**config.mk**
```make
export PLATFORM = sky130hd
export DESIGN_NAME = mem_arbiter
export DESIGN_NICKNAME = d
export VERILOG_FILES = /design/src/rtl/mem_arb_pkg.sv /design/src/rtl/mem_arb_picker.sv /design/src/rtl/mem_arbiter.sv
export SDC_FILE = /design/constraint.sdc
export NUM_CORES = 1
export LEC_CHECK = 0
export BUFFER_PORTS_ARGS = -buffer_cell sky130_fd_sc_hd__buf_2
export CAP_MARGIN = 20
export CORE_ASPECT_RATIO = 2
export CORE_MARGIN = 4
export CORE_UTILIZATION = 39
export CTS_BUF_LIST = sky130_fd_sc_hd__clkbuf_2 sky130_fd_sc_hd__clkbuf_4 sky130_fd_sc_hd__clkbuf_8
export CTS_CLUSTER_SIZE = 28
export DETAILED_ROUTE_END_ITERATION = 12
export GPL_ROUTABILITY_DRIVEN = 0
export PLACE_DENSITY = 0.79
export SLEW_MARGIN = 20
export SYNTH_ARGS = -nofsm -noshare
export SYNTH_HDL_FRONTEND = slang
export SYNTH_SLANG_ARGS = --single-unit
```
**constraint.sdc**
```tcl
create_clock -name clk -period 2.1 [get_ports clk]
set_clock_uncertainty 0.2 [all_clocks]
set_input_delay 0.42 -clock clk [delete_from_list [all_inputs] [get_ports clk]]
set_output_delay 0.42 -clock clk [all_outputs]
set_load 0.01 [all_outputs]
```
**src/rtl/mem_arb_pkg.sv**
```systemverilog
// Shared types and constants for the instruction/data RAM arbiter.
package mem_arb_pkg;

    localparam int ARB_CNT_W = 4;

    typedef enum logic [1:0] {
        IDLE,
        ACCESS,
        DONE
    } arb_state_t;

    typedef enum logic {
        OWN_I,
        OWN_D
    } arb_owner_t;

endpackage

```
**src/rtl/mem_arb_picker.sv**
```systemverilog
// Combinational winner selection between fetch and load/store requesters.
// Define MEM_ARB_FIXED_PRIO_EN for fixed D-over-I priority; default is round-robin.
module mem_arb_picker
    import mem_arb_pkg::*;
(
    input  logic       i_req,
    input  logic       d_req,
`ifndef MEM_ARB_FIXED_PRIO_EN
    input  arb_owner_t last_grant,
`endif
    output logic       grant_valid,
    output arb_owner_t grant
);

    // NOTE: every output gets a default first so no path through the block leaves a latch.
    always_comb begin
        grant_valid = i_req | d_req;
        grant       = OWN_I;
`ifdef MEM_ARB_FIXED_PRIO_EN
        if (d_req) grant = OWN_D;
`else
        if (i_req && d_req) begin
            // On a tie, whoever was not served last goes next.
            grant = (last_grant == OWN_I) ? OWN_D : OWN_I;
        end else if (d_req) begin
            grant = OWN_D;
        end
`endif
    end

endmodule

```
**src/rtl/mem_arbiter.sv**
```systemverilog
// Two-port arbiter and access sequencer for the shared single-port RAM.
// Build option: MEM_ARB_FIXED_PRIO_EN selects fixed D priority instead of round-robin.
module mem_arbiter
    import mem_arb_pkg::*;
#(
    parameter int ADDR_W      = 32,
    parameter int DATA_W      = 32,
    parameter int WAIT_CYCLES = 0
) (
    input  logic              clk,
    input  logic              rst,
    input  logic              i_req,
    input  logic [ADDR_W-1:0] i_addr,
    output logic [DATA_W-1:0] i_rdata,
    output logic              i_ready,
    input  logic              d_req,
    input  logic              d_we,
    input  logic [ADDR_W-1:0] d_addr,
    input  logic [DATA_W-1:0] d_wdata,
    output logic [DATA_W-1:0] d_rdata,
    output logic              d_ready,
    output logic [ADDR_W-1:0] mem_addr,
    output logic              mem_we,
    output logic [DATA_W-1:0] mem_wdata,
    input  logic [DATA_W-1:0] mem_rdata,
    input  logic              mem_busy
);

    arb_state_t             state, state_nxt;
    arb_owner_t             owner;
    logic [ARB_CNT_W-1:0]   cnt;
    logic [ADDR_W-1:0]      lat_addr;
    logic                   lat_we;
    logic [DATA_W-1:0]      lat_wdata;
    logic                   grant_valid;
    arb_owner_t             grant;
    logic                   final_cycle;

`ifndef MEM_ARB_FIXED_PRIO_EN
    arb_owner_t             last_grant;
`endif

    mem_arb_picker u_picker (
        .i_req       (i_req),
        .d_req       (d_req),
`ifndef MEM_ARB_FIXED_PRIO_EN
        .last_grant  (last_grant),
`endif
        .grant_valid (grant_valid),
        .grant       (grant)
    );

    assign final_cycle = (state == ACCESS) && (cnt == '0) && !mem_busy;

    always_comb begin
        state_nxt = state;
        case (state)
            IDLE:    if (grant_valid) state_nxt = ACCESS;
            ACCESS:  if (final_cycle) state_nxt = DONE;
            DONE:    state_nxt = IDLE;
            default: state_nxt = IDLE;
        endcase
    end

    // NOTE: sequential state uses non-blocking assignments so every register sees pre-edge values.
    always_ff @(posedge clk) begin
        if (rst) state <= IDLE;
        else     state <= state_nxt;
    end

    // NOTE: the rdata registers are architecturally visible, so they are reset like any other output.
    always_ff @(posedge clk) begin
        if (rst) begin
            owner     <= OWN_I;
            cnt       <= '0;
            lat_addr  <= '0;
            lat_we    <= 1'b0;
            lat_wdata <= '0;
            i_rdata   <= '0;
            d_rdata   <= '0;
`ifndef MEM_ARB_FIXED_PRIO_EN
            last_grant <= OWN_D;
`endif
        end else begin
            case (state)
                IDLE: if (grant_valid) begin
                    owner     <= grant;
                    // Word-align here so the RAM never sees byte-offset bits.
                    lat_addr  <= ((grant == OWN_D) ? d_addr : i_addr) & ~ADDR_W'(3);
                    lat_we    <= (grant == OWN_D) && d_we;
                    lat_wdata <= (grant == OWN_D) ? d_wdata : '0;
                    cnt       <= ARB_CNT_W'(WAIT_CYCLES);
`ifndef MEM_ARB_FIXED_PRIO_EN
                    last_grant <= grant;
`endif
                end
                ACCESS: begin
                    if (cnt != '0) begin
                        cnt <= cnt - 1'b1;
                    end else if (final_cycle && !lat_we) begin
                        if (owner == OWN_I) i_rdata <= mem_rdata;
                        else                d_rdata <= mem_rdata;
                    end
                end
                default: ;
            endcase
        end
    end

    // Outputs are gated by rst so a reset landing on the final cycle cannot write.
    assign mem_addr  = (!rst && state == ACCESS) ? lat_addr  : '0;
    assign mem_wdata = (!rst && state == ACCESS) ? lat_wdata : '0;
    assign mem_we    = !rst && final_cycle && lat_we;
    assign i_ready   = !rst && (state == DONE) && (owner == OWN_I);
    assign d_ready   = !rst && (state == DONE) && (owner == OWN_D);

endmodule

```
# ---- Yosys cells after proc, flatten, opt, wreduce, memory -nomap -nowiden
# Cells that the tools add are included.
dict set report classes {
  addsub 1
  mul 0
  div 0
  n_lt_le_gt_ge 0
  eq_ne 5
  shift 0
  muxes 13
  n_bitwise 3
  reduce_logical 23
}
# cell count
set ops {}
lappend ops {{$mux W32} 4}
lappend ops {{$logic_and A1 B1 Y1} 11}
lappend ops {{$mux W4} 2}
lappend ops {{$pmux W4 S2} 1}
lappend ops {{$reduce_and A4 Y1} 2}
lappend ops {{$logic_not A4 Y1} 1}
lappend ops {{$mux W2} 2}
lappend ops {{$ne A2 B2 Y1 const B} 2}
lappend ops {{$pmux W2 S2} 1}
lappend ops {{$reduce_and A2 Y1} 2}
lappend ops {{$reduce_bool A4 Y1} 1}
lappend ops {{$sub A4 B1 Y4 const B} 1}
lappend ops {{$logic_not A1 Y1} 3}
lappend ops {{$mux W1} 3}
lappend ops {{$reduce_and A3 Y1} 1}
lappend ops {{$eq A2 B1 Y1 const B} 1}
lappend ops {{$eq A2 B2 Y1 const B} 1}
lappend ops {{$logic_not A2 Y1} 1}
lappend ops {{$ne A2 B1 Y1 const B} 1}
lappend ops {{$not A1 Y1} 2}
lappend ops {{$reduce_bool A2 Y1} 1}
lappend ops {{$or A1 B1 Y1} 1}
dict set report word_totals {
  reg_bits 135
  latchBits 0
  ram_bits 0
  rom_bits 0
  inputBits 134
  output_inout_bits 131
  word_cells 54
  mem_count 0
}

# ---- Logic depth before layout (Yosys ltp)
# Gate-level depths: netlist of the first run.
dict set report depth {
  ltp_word 5
  mapped_depth 7
  ltp_nobuf 5
}

# ---- Cells and area by module
# A second synthesis of the first run with hierarchy kept.
dict set report hier_totals {
  cells_unflattened 591
  hier_area_um2 5457.7
}
# module instances cells_per_inst area_each_um2 seq_area_each_um2
set by_module_without_submodules {}
lappend by_module_without_submodules {mem_arbiter 1 589 5444.0 2702.6}
lappend by_module_without_submodules {mem_arb_picker 1 2 13.8 0.0}

# ---- Worst setup path before layout of the first run
# No wires, ideal clock.
dict set report synth_timing {
  path_type {register to output}
  startpoint {register cnt[0]}
  endpoint {output port mem_we}
  arrival_ps 1462
  required_time_ps 1480
  path_slack_ps 18
  path_stages_with_launch 6
  path_buffers 0
  path_cell_list {dfxtp_1 > inv_1 > ha_1 > nor3b_2 > or3b_1 > nor3b_1}
}
dict set report synth_between {
  elab_chain_len 5
}
# item line_no
set synth_lines {}
lappend synth_lines {{start, declared} mem_arbiter.sv:31} ;# logic [ARB_CNT_W-1:0] cnt;
lappend synth_lines {{start signal, assigned} mem_arbiter.sv:92} ;# cnt <= ARB_CNT_W'(WAIT_CYCLES);
lappend synth_lines {{start signal, assigned} mem_arbiter.sv:99} ;# cnt <= cnt - 1'b1;
lappend synth_lines {{$logic_not A4 Y1} mem_arbiter.sv:53} ;# assign final_cycle = (state == ACCESS) && (cnt == '0) && !mem_busy;
lappend synth_lines {{$logic_and A1 B1 Y1 (2 in a row)} mem_arbiter.sv:53}
lappend synth_lines {{$logic_and A1 B1 Y1 (2 in a row)} mem_arbiter.sv:113} ;# assign mem_we = !rst && final_cycle && lat_we;
lappend synth_lines {{end, declared} mem_arbiter.sv:23} ;# output logic mem_we,
# Every way passes these cells.

# ---- Final worst setup path of the first run
dict set report layout_timing {
  startpoint {register cnt[1]}
  endpoint {output port mem_we}
}
# Same word-level chain as after synthesis.

==> summary.txt, run 1 <==
Power and ir drop
  • Worst VDD drop: about 0.57 mV
  • Total power: 7547 uW
  • Leakage: approximately 0.0044 uW
  • Cell Pwr Density: between 800 and 900 nW/um2

STA
  • Unrepaired setup endpoints after global routing: true
  • Slew Viols, Final: 0
  • Tcrit/Tclk final: 1.168
  • Fin crit period: approximately 2.5 ns
  • Fmax: a little over 0.4 GHz
  • Rel. slew slack: 0.4628
  • Worst setup margin: -0.3533 ns
  • Setup TNS: -10.38 ns
  • Setup-failing EPs final: 63
  • Hold Vio Cnt, Final: 0
  • Slew @ Worst Pin: between 0.8 and 0.9 ns
  • Min Hold Slack: approximately 0.043 ns

Floorplan
  • Ports: between 200 and 300
  • Die area: around 17000 um2
  • Initial Utilization: 0.3966
  • Core Footprint: about 14000 um2
  • Die Y: around 180 um
  • # rows: 62
  • DIE WIDTH: 93.42 um

Yosys
  • Syn avg cell area: approximately 9.6 um2
  • Synth area leader: dfxtp_1
  • Top cell type's share of synthesized area: 0.4748
  • Synth Flop Type: dfxtp_1
  • Netlist Area Pre-Place: roughly 5700 um2
  • Synthesis Warnings: 0
  • Async SR Flop Fraction: 0
  • Synth Area in Adders: 0.002198
  • Compound-gate portion of the synthesized area: 0.2873
  • Simple-gate share of the synthesized area: 0.1622
  • Post-synth EDFFs: 0
  • Largest cells by area after synthesis: dfxtp_1 (47%), and2_1 (6.8%), a21oi_1 (5.7%)
  • Sequential fraction of the synthesis area: 0.4748
  • Post-synthesis mux area share: 0.003737
  • XOR/XNOR Fraction of Synth Area: 0
  • Yosys reg bits: between 100 and 150
  • Synth cell types: 47
  • Cells after synthesis: 593
  • Largest family of logic cells by synthesized area: compound AO/OA/AOI/OAI gates

Route
  • Antenna Nets Post-Route: 0
  • Drt first pass iters: 5
  • DRC: 0
  • WL/cell: ~19 um
  • Via count: about 6.2k
  • Total Wirelength: ~22 mm
  • Vias per inst: 5.420
  • Initial drt markers: 318

GRT
  • Largest net degree at the start of global routing: 65
  • Number of global-route vias before repair: about 6.4k
  • Initial antenna violation count: 0
  • GRT Total Usage: 0.2439
  • First-pass GRT wire length: between 30 and 40 mm
  • Grt total ovfl: 0

CTS
  • CTS Sinks: between 100 and 150
  • CTS max path bufs: 2
  • H-tree depth: 4
  • CTS buffer count: 17
  • CTS tree: yes
  • Clock transition at path regs: around 0.080 ns
  • Clk_lat worst skew: roughly 0.43 ns
  • Root Driver: clkbuf_8

Worst setup path
  • Slowest cell on the critical path: or3b_4
  • Worst R2R Setup Slack: around 0.12 ns
  • Crit path required time: 1.48 ns
  • Kind of critical path: flop to output port
  • Startpoint Class: flop
  • CP peak stage delay: between 0.4 and 0.5 ns
  • Crit path capture type: output port
  • Worst path arrival time: between 1.5 and 2 ns
  • Worst-path maximum fanout: 3
  • CP cell instances: inv_2 > ha_4 > nor3b_4 > or3b_4 > nor3b_2 > buf_2

Layout
  • Post-layout instance area: between 9000 and 10000 um2
  • Area growth syn-to-layout: 62.67%
  • Util after Layout: 0.6452
  • # fillers: 1111
  • Fraction of layout cells with a size suffix above 1: 0.4313
  • Nets: 1075

Placed design
  • Detailed placement HPWL: 12.54 mm
  • Post-DP Area: slightly above 7000 um2
  • IO buf count: about 260

Run status
  • Status: finished with violations
  • Failing checks: negative setup slack

Run
  • Max cap viols: 0

Min path
  • Min-Delay Path Class: input port to flop
[cell usage in the layout (no fill, tap or decap), drive strengths merged, types with 2 or more instances in the layout]
cell type	n
buf	299
dfxtp	135
dlygate4sd3	91
a21oi	66
o21ai	66
nand3	64
and2	62
a22o	33
o211a	30
a221o	30
clkbuf	24
inv	6
clkinv	4
bufinv	4
nor2	4
nor3b	3
or4	3
diode	2
nand2b	2
or2	2
a21boi	2
conb	2
nor4b	2
o2111a	2
[Yosys cell counts (2+ instances only)]
| library cell | instances |
|---|---|
| dfxtp_1 | 135 |
| a21oi_1 | 65 |
| nand3_1 | 64 |
| and2_1 | 62 |
| o21ai_1 | 51 |
| a22o_1 | 33 |
| o211a_1 | 30 |
| a221o_1 | 27 |
| clkbuf_1 | 25 |
| buf_2 | 22 |
| o21ai_0 | 15 |
| buf_6 | 10 |
| buf_4 | 6 |
| inv_1 | 5 |
| nor2_1 | 4 |
| a221o_2 | 3 |
| a21boi_1 | 2 |
| nand2b_1 | 2 |
| nor3b_2 | 2 |
| or2_1 | 2 |
| or4_1 | 2 |
[per-stage QoR]
| stage | instances | worst slack [ns] |
|---|---|---|
| finish | 1147 | -0.3533 |
| global route | 1145 | -0.4789 |
| CTS | 1143 | -0.4353 |
| detailed placement | 1005 | -0.02276 |
| global placement | 1005 | 0.009405 |
| floorplan | 594 | 0.01812 |
[sequential cells by signal, summed over array words and instances, names as in the netlist]
signal and flops:
d_rdata 32, i_rdata 32, lat_wdata 32, lat_addr 30
cnt 4, state 2, last_grant 1, lat_we 1
owner 1
[worst paths after layout]
| kind | startpoint | cells past startpoint | endpoint |
|---|---|---|---|
| worst max-delay path | cnt[1] | 6 | mem_we |
| worst min-delay path | mem_rdata[12] | 3 | d_rdata[12] |
| worst max register to register | state[0] | 4 | lat_wdata[22] |
| worst min register to register | cnt[1] | 2 | cnt[1] |
[worst max-delay path, delay by kind of cell, from the launching register on]
kind                       cells  cell delay (ns)
DFF                            1             0.33
buffers and inverters          2             0.22
and+or+nand+nor                3             0.73
adders and majority gates      1             0.13
[routing by layer]
metal  vias to the layer above  global-route usage  wire, um
met5                         -                   0         0
met4                         0              0.1547      1022
met3                        73             0.05586      1277
met2                       329              0.4440     11940
met1                      2929              0.2438      7418
li1                       2886                   -         -
[logic make-up (layout without fill, tap and decap cells)]
logic type,count (synthesis),in the layout
other,1,4
multiplexers,2,2
buffers and inverters,71,429
AO/OA/AOI/OAI,232,233
adder cells (fa/ha/maj),1,1
AND/OR/NAND/NOR,151,151
flip-flops,135,135
[repair_timing]
action,in CTS,in global routing
setup buffers,10,6
hold buffers,90,1
resized for setup,88,72
endpoints found under the setup margin,82,96
pin swaps,27,20
cloned,6,2
endpoints found under the hold margin,62,1
[power breakdown]
group	switching [uW]	internal, uW	total (uW)
clock	996	1400	2400
sequential	154	2820	2970
combinational	1160	1020	2180
[final cells by class]
class / count / area [um2] / share of cell area
antenna: 2 / 5.005 / 0.0005405
inverter: 6 / 22.52 / 0.002432
multi-input combinational: 389 / 2806 / 0.3031
clock inverter: 9 / 147.6 / 0.01595
clock buffer: 23 / 291.5 / 0.03149
tap: 192 / 240.2 / 0.02595
timing repair buffer: 391 / 3035 / 0.3278
sequential: 135 / 2710 / 0.2927
Note: power is estimated with default switching activity, not from simulation.
==> run 2: changes to the inputs <==
SKIP_CTS_REPAIR_TIMING = 1   (was default)
==> run 2 against run 1 <==
Effect of this change:
- the run still ends with negative setup slack left
- die area unchanged
- critical endpoint unchanged
- design area decreased by 1.4%
- global-route usage fell by 4.2 points
- sequential cell count unchanged
- routed wire length down 2.0%
- non-clock buffer count down 18
- highest routed layer unchanged
- combinational power about the same
- worst hold slack lost 0.032 ns
==> summary.txt, run 2 (synthesis gave the netlist of run 1 again) <==
GRT
  • Met2 GRT Util: 0.3645
  • Number of global-route vias before repair: around 5.5k
  • Met3 usage: 0.04410
  • Met1 GRT Util: 0.2151
  • Grt peak-use layer: met2
  • Initial antenna violation count: 0
  • Grt total ovfl: 0
  • Largest net degree at the start of global routing: 65
  • GRT Total Usage: 0.2023
  • First-pass GRT wire length: approximately 27 mm

Power and ir drop
  • Cell Pwr Density: between 800 and 900 nW/um2
  • Worst VDD drop: 0.4415 mV
  • Leakage: approximately 0.0043 uW

STA
  • Setup TNS: -11.69 ns
  • Tcrit/Tclk final: 1.195
  • Unrepaired setup endpoints after global routing: true
  • Rel. slew slack: 0.4471
  • Min Hold Slack: around 0.011 ns
  • Hold Vio Cnt, Final: 0
  • Fin crit period: around 2.5 ns
  • Fmax: 0.3986 GHz
  • Worst setup margin: -0.4090 ns
  • Setup-failing EPs final: 63
  • Slew Viols, Final: 0
  • Slew @ Worst Pin: a little over 0.8 ns

Layout
  • Commonest cells after routing, fill and taps aside: buf_2 (200), dfxtp_1 (132), dlygate4sd3_1 (66)
  • Largest regs: d_rdata x32, i_rdata x32, lat_wdata x32
  • Register area: 2709 um2
  • Commonest non-fill, non-tap cell in the layout: buf_2
  • # fillers: approximately 1.1k
  • Nets: 1057
  • Multi-input logic area: roughly 2800 um2
  • Area growth syn-to-layout: 60.43%
  • Fraction of layout cells with a size suffix above 1: 0.4524

Worst setup path
  • Startpoint Class: flop
  • CP peak stage delay: 0.41 ns
  • Launch point of the critical path: cnt[1]
  • Worst-path maximum fanout: 3
  • Crit path required time: 1.48 ns
  • Kind of critical path: flop to output port
  • Slowest cell on the critical path: or3b_4
  • Worst path arrival time: between 1.5 and 2 ns
  • CP cell instances: inv_2 > ha_4 > nor3b_4 > or3b_4 > nor3b_2 > buf_2
  • Crit path capture type: output port
  • R2R Path Start: state[0]

Min path
  • Min-delay src: d_addr[14]
  • Min-Delay Path Class: input port to flop

CTS
  • CTS Sinks: between 100 and 150
  • CTS buffer count: 17
  • H-tree depth: 4
  • CTS max path bufs: 2
  • Clock transition at path regs: ~0.070 ns
  • Root Driver: clkbuf_8
  • CTS tree: yes
  • Clk_lat worst skew: about 0.43 ns

Route
  • WL/cell: ~19 um
  • Vias per inst: 5.365
  • Initial drt markers: between 300 and 400
  • Antenna Nets Post-Route: 0
  • Drt first pass iters: 5
  • Via count: just over 6k
  • DRC: 0
  • Total Wirelength: between 20 and 25 mm

Run status
  • Failing checks: negative setup slack
  • Status: finished with violations

Run
  • Max cap viols: 0

Floorplan
  • # rows: between 60 and 70
  • Core Footprint: 14350 um2
  • Initial Utilization: 0.3966
  • DIE WIDTH: a little over 90 um
  • Ports: about 270
  • Die area: between 15000 and 20000 um2
  • Die Y: ~180 um

Placed design
  • Detailed placement HPWL: 12.54 mm
  • IO buf count: 258
## run 2: changes by cell type in the layout (fill, tap and decap cells not counted)
cell / delta
dfxtp_1: +1
buf_16: -2
clkbuf_16: +4
buf_2: -6
buf_8: -2
buf_6: +7
dlygate4sd3_1: -25
and2_1: -6
and2_4: +6
dfxtp_2: -1
buf_4: +6
## run 2: layer usage
metal | vias to the layer above | routed length (um) | share of wire
met5 | - | 0 | 0
met4 | 0 | 916 | 0.043
met3 | 62 | 1073 | 0.051
met2 | 251 | 11850 | 0.56
met1 | 2897 | 7387 | 0.35
li1 | 2847 | - | -
## run 2: power by group
part / switching [uW] / leakage [uW] / internal [uW] / total (uW)
combinational: 1150 / 0.00300 / 1030 / 2180
clock: 988 / 0.000227 / 1400 / 2390
sequential: 155 / 0.00110 / 2820 / 2970
## run 2: worst max-delay path: cells and delay by family, from the launching register on
kind	cells	cell delay (ns)
buffers and inverters	2	0.23
adders and majority gates	1	0.13
and+or+nand+nor	3	0.77
DFF	1	0.33
## run 2: worst paths after layout
kind	to	slack, ns	cells past startpoint
setup reg to reg	lat_addr[16]	0.11	4
hold / removal	lat_addr[14]	0.01	2
hold reg to reg	i_rdata[31]	0.27	2
setup / recovery	mem_we	-0.41	6
## run 2: layout make-up
cell class | count | share of cell area
tap | 192 | 0.02631
multi-input combinational | 389 | 0.3090
sequential | 135 | 0.2967
antenna | 2 | 0.0005481
inverter | 6 | 0.002466
clock inverter | 9 | 0.01617
timing repair buffer | 373 | 0.3169
clock buffer | 23 | 0.03193
## run 2: metrics by stage
stage	total power, uW	cells	setup WS, ns	area [um2]	utilization
after floorplan	4070	594	0.01812	5695	-
after global placement	4649	1005	0.009405	7153	0.4984
after detailed placement	4681	1005	-0.02276	7153	0.4984
after CTS	7080	1037	-0.5126	7592	0.5290
after global routing	7884	1127	-0.5238	9126	0.6359
final	7545	1129	-0.4090	9131	0.6363
==> run 3: changes to the inputs <==
CORE_ASPECT_RATIO = 0.6   (was 2)
CORE_MARGIN = 2   (was 4)
==> run 3 against run 2 <==
Effect of this change:
- the run still ends with negative setup slack left
- critical path depth stayed put
- die area shrank 6.6%
- register-to-register slack gained 0.05 ns
- global-route usage is 0.39 points higher
- combinational power fell by 4%
- worst setup slack improved by 0.037 ns
- clock-buffer cell count down 5
- cell count shrank 2.9%
- power shrank 5.6%
- fmax rose by 1.5%
- critical endpoint unchanged
- largest cell class is now multi-input combinational cells
- highest routed layer unchanged
==> summary.txt, run 3 (synthesis gave the netlist of run 1 again) <==
Route
  • DRC: 0
  • Vias per inst: roughly 5.4
  • Initial drt markers: around 640
  • Total Wirelength: between 15 and 20 mm
  • Drt first pass iters: 5
  • Antenna Nets Post-Route: 0
  • WL/cell: approximately 18 um
  • Via count: 5946

CTS
  • Root Driver: clkbuf_8
  • H-tree depth: 4
  • CTS buffer count: 17
  • CTS tree: yes
  • Clk_lat worst skew: 0.42 ns
  • CTS max path bufs: 2
  • Clock transition at path regs: 0.09 ns
  • CTS Sinks: ~140

Run status
  • Failing checks: negative setup slack
  • Status: finished with violations

GRT
  • Largest net degree at the start of global routing: 65
  • Grt total ovfl: 0
  • Number of global-route vias before repair: approximately 5.2k
  • GRT Total Usage: 0.2062
  • Initial antenna violation count: 0
  • First-pass GRT wire length: around 26 mm

Layout
  • Commonest non-fill, non-tap cell in the layout: buf_2
  • Commonest cells after routing, fill and taps aside: buf_2 (197), dfxtp_1 (131), a21oi_1 (65)
  • Fraction of layout cells with a size suffix above 1: 0.4610
  • Area growth syn-to-layout: 53.92%
  • Largest regs: d_rdata x32, i_rdata x32, lat_wdata x32
  • Post-route insts no fill: between 1k and 1.5k
  • Post-layout instance area: 8761 um2
  • Nets: 1020
  • # diodes: 0

Floorplan
  • DIE WIDTH: 160.0 um
  • Core Footprint: between 10000 and 15000 um2
  • Initial Utilization: 0.3958
  • Die area: 15610 um2
  • Ports: 265
  • Die Y: 97.58 um
  • # rows: 34

Power and ir drop
  • Cell Pwr Density: between 800 and 900 nW/um2
  • Leakage: just over 0.004 uW
  • Worst VDD drop: about 0.53 mV
  • Total power: 7122 uW

Placed design
  • Pre-CTS WS: about 0.038 ns
  • Placed instance count: about 1k
  • Post-DP Area: between 7000 and 8000 um2
  • IO buf count: 258
  • Detailed placement HPWL: 11.12 mm

Worst setup path
  • Critical path buffers and inverters: 2
  • Startpoint Class: flop
  • CP peak stage delay: approximately 0.4 ns
  • Crit path max-delay family: simple AND/OR/NAND/NOR gates
  • Worst-path maximum fanout: 3
  • Crit path capture type: output port
  • Worst path arrival time: about 1.9 ns
  • Crit path required time: roughly 1.5 ns
  • Slowest cell on the critical path: or3b_4
  • Kind of critical path: flop to output port
  • CP cell instances: inv_2 > ha_4 > nor3b_4 > or3b_4 > nor3b_2 > buf_2

STA
  • Fmax: between 0.4 and 0.5 GHz
  • Hold Vio Cnt, Final: 0
  • Unrepaired setup endpoints after global routing: true
  • Fin crit period: between 2 and 2.5 ns
  • Worst setup margin: -0.3715 ns
  • Min Hold Slack: between 0.02 and 0.025 ns
  • Setup-failing EPs final: 63
  • Tcrit/Tclk final: 1.177
  • Slew Viols, Final: 0

Run
  • Max cap viols: 0

Min path
  • Min-Delay Path Class: input port to flop
run 3: power by group:
part	leakage [uW]	switching [uW]	internal [uW]
Sequential	0.00110	153	2820
Combinational	0.00284	1150	948
Clock	0.000183	1160	899
run 3: worst reg2reg max path, cell delays in order (launching register included):
cell and delay [ns]:
dfxtp_1 0.36, buf_4 0.17, or4_4 0.72, o21ai_1 0.25, a21oi_1 0.10
run 3: per-layer routing:
layer,part of all wire,track usage
met2,0.46,0.3267
met3,0.077,0.05719
met1,0.45,0.2729
met5,0,0
met4,0.016,0.06722
run 3: per-stage QoR:
step,setup TNS (ns),utilization
after floorplan,0,-
after global routing,-13.75,0.6093
after CTS,-23.72,0.5245
after detailed placement,0,0.4985
final,-8.736,0.6093
after global placement,0,0.4985
run 3: worst paths after layout:
path / startpoint / endpoint / slack [ns] / depth (start not counted)
hold reg to reg: cnt[1] / cnt[1] / 0.28 / 2
hold / removal: d_wdata[26] / lat_wdata[26] / 0.02 / 2
setup / recovery: cnt[1] / mem_we / -0.37 / 6
setup reg to reg: cnt[3] / i_rdata[11] / 0.16 / 4
run 3: area by class of cell:
cell class              instances  area [um2]
multi-input cells             388        2825
repair buffers                337        2579
well taps                     198       247.7
clock buffers                  18       247.7
inverters                       6       22.52
clock inverters                14       126.4
flip-flops and latches        135        2713
fillers                      1179        5618
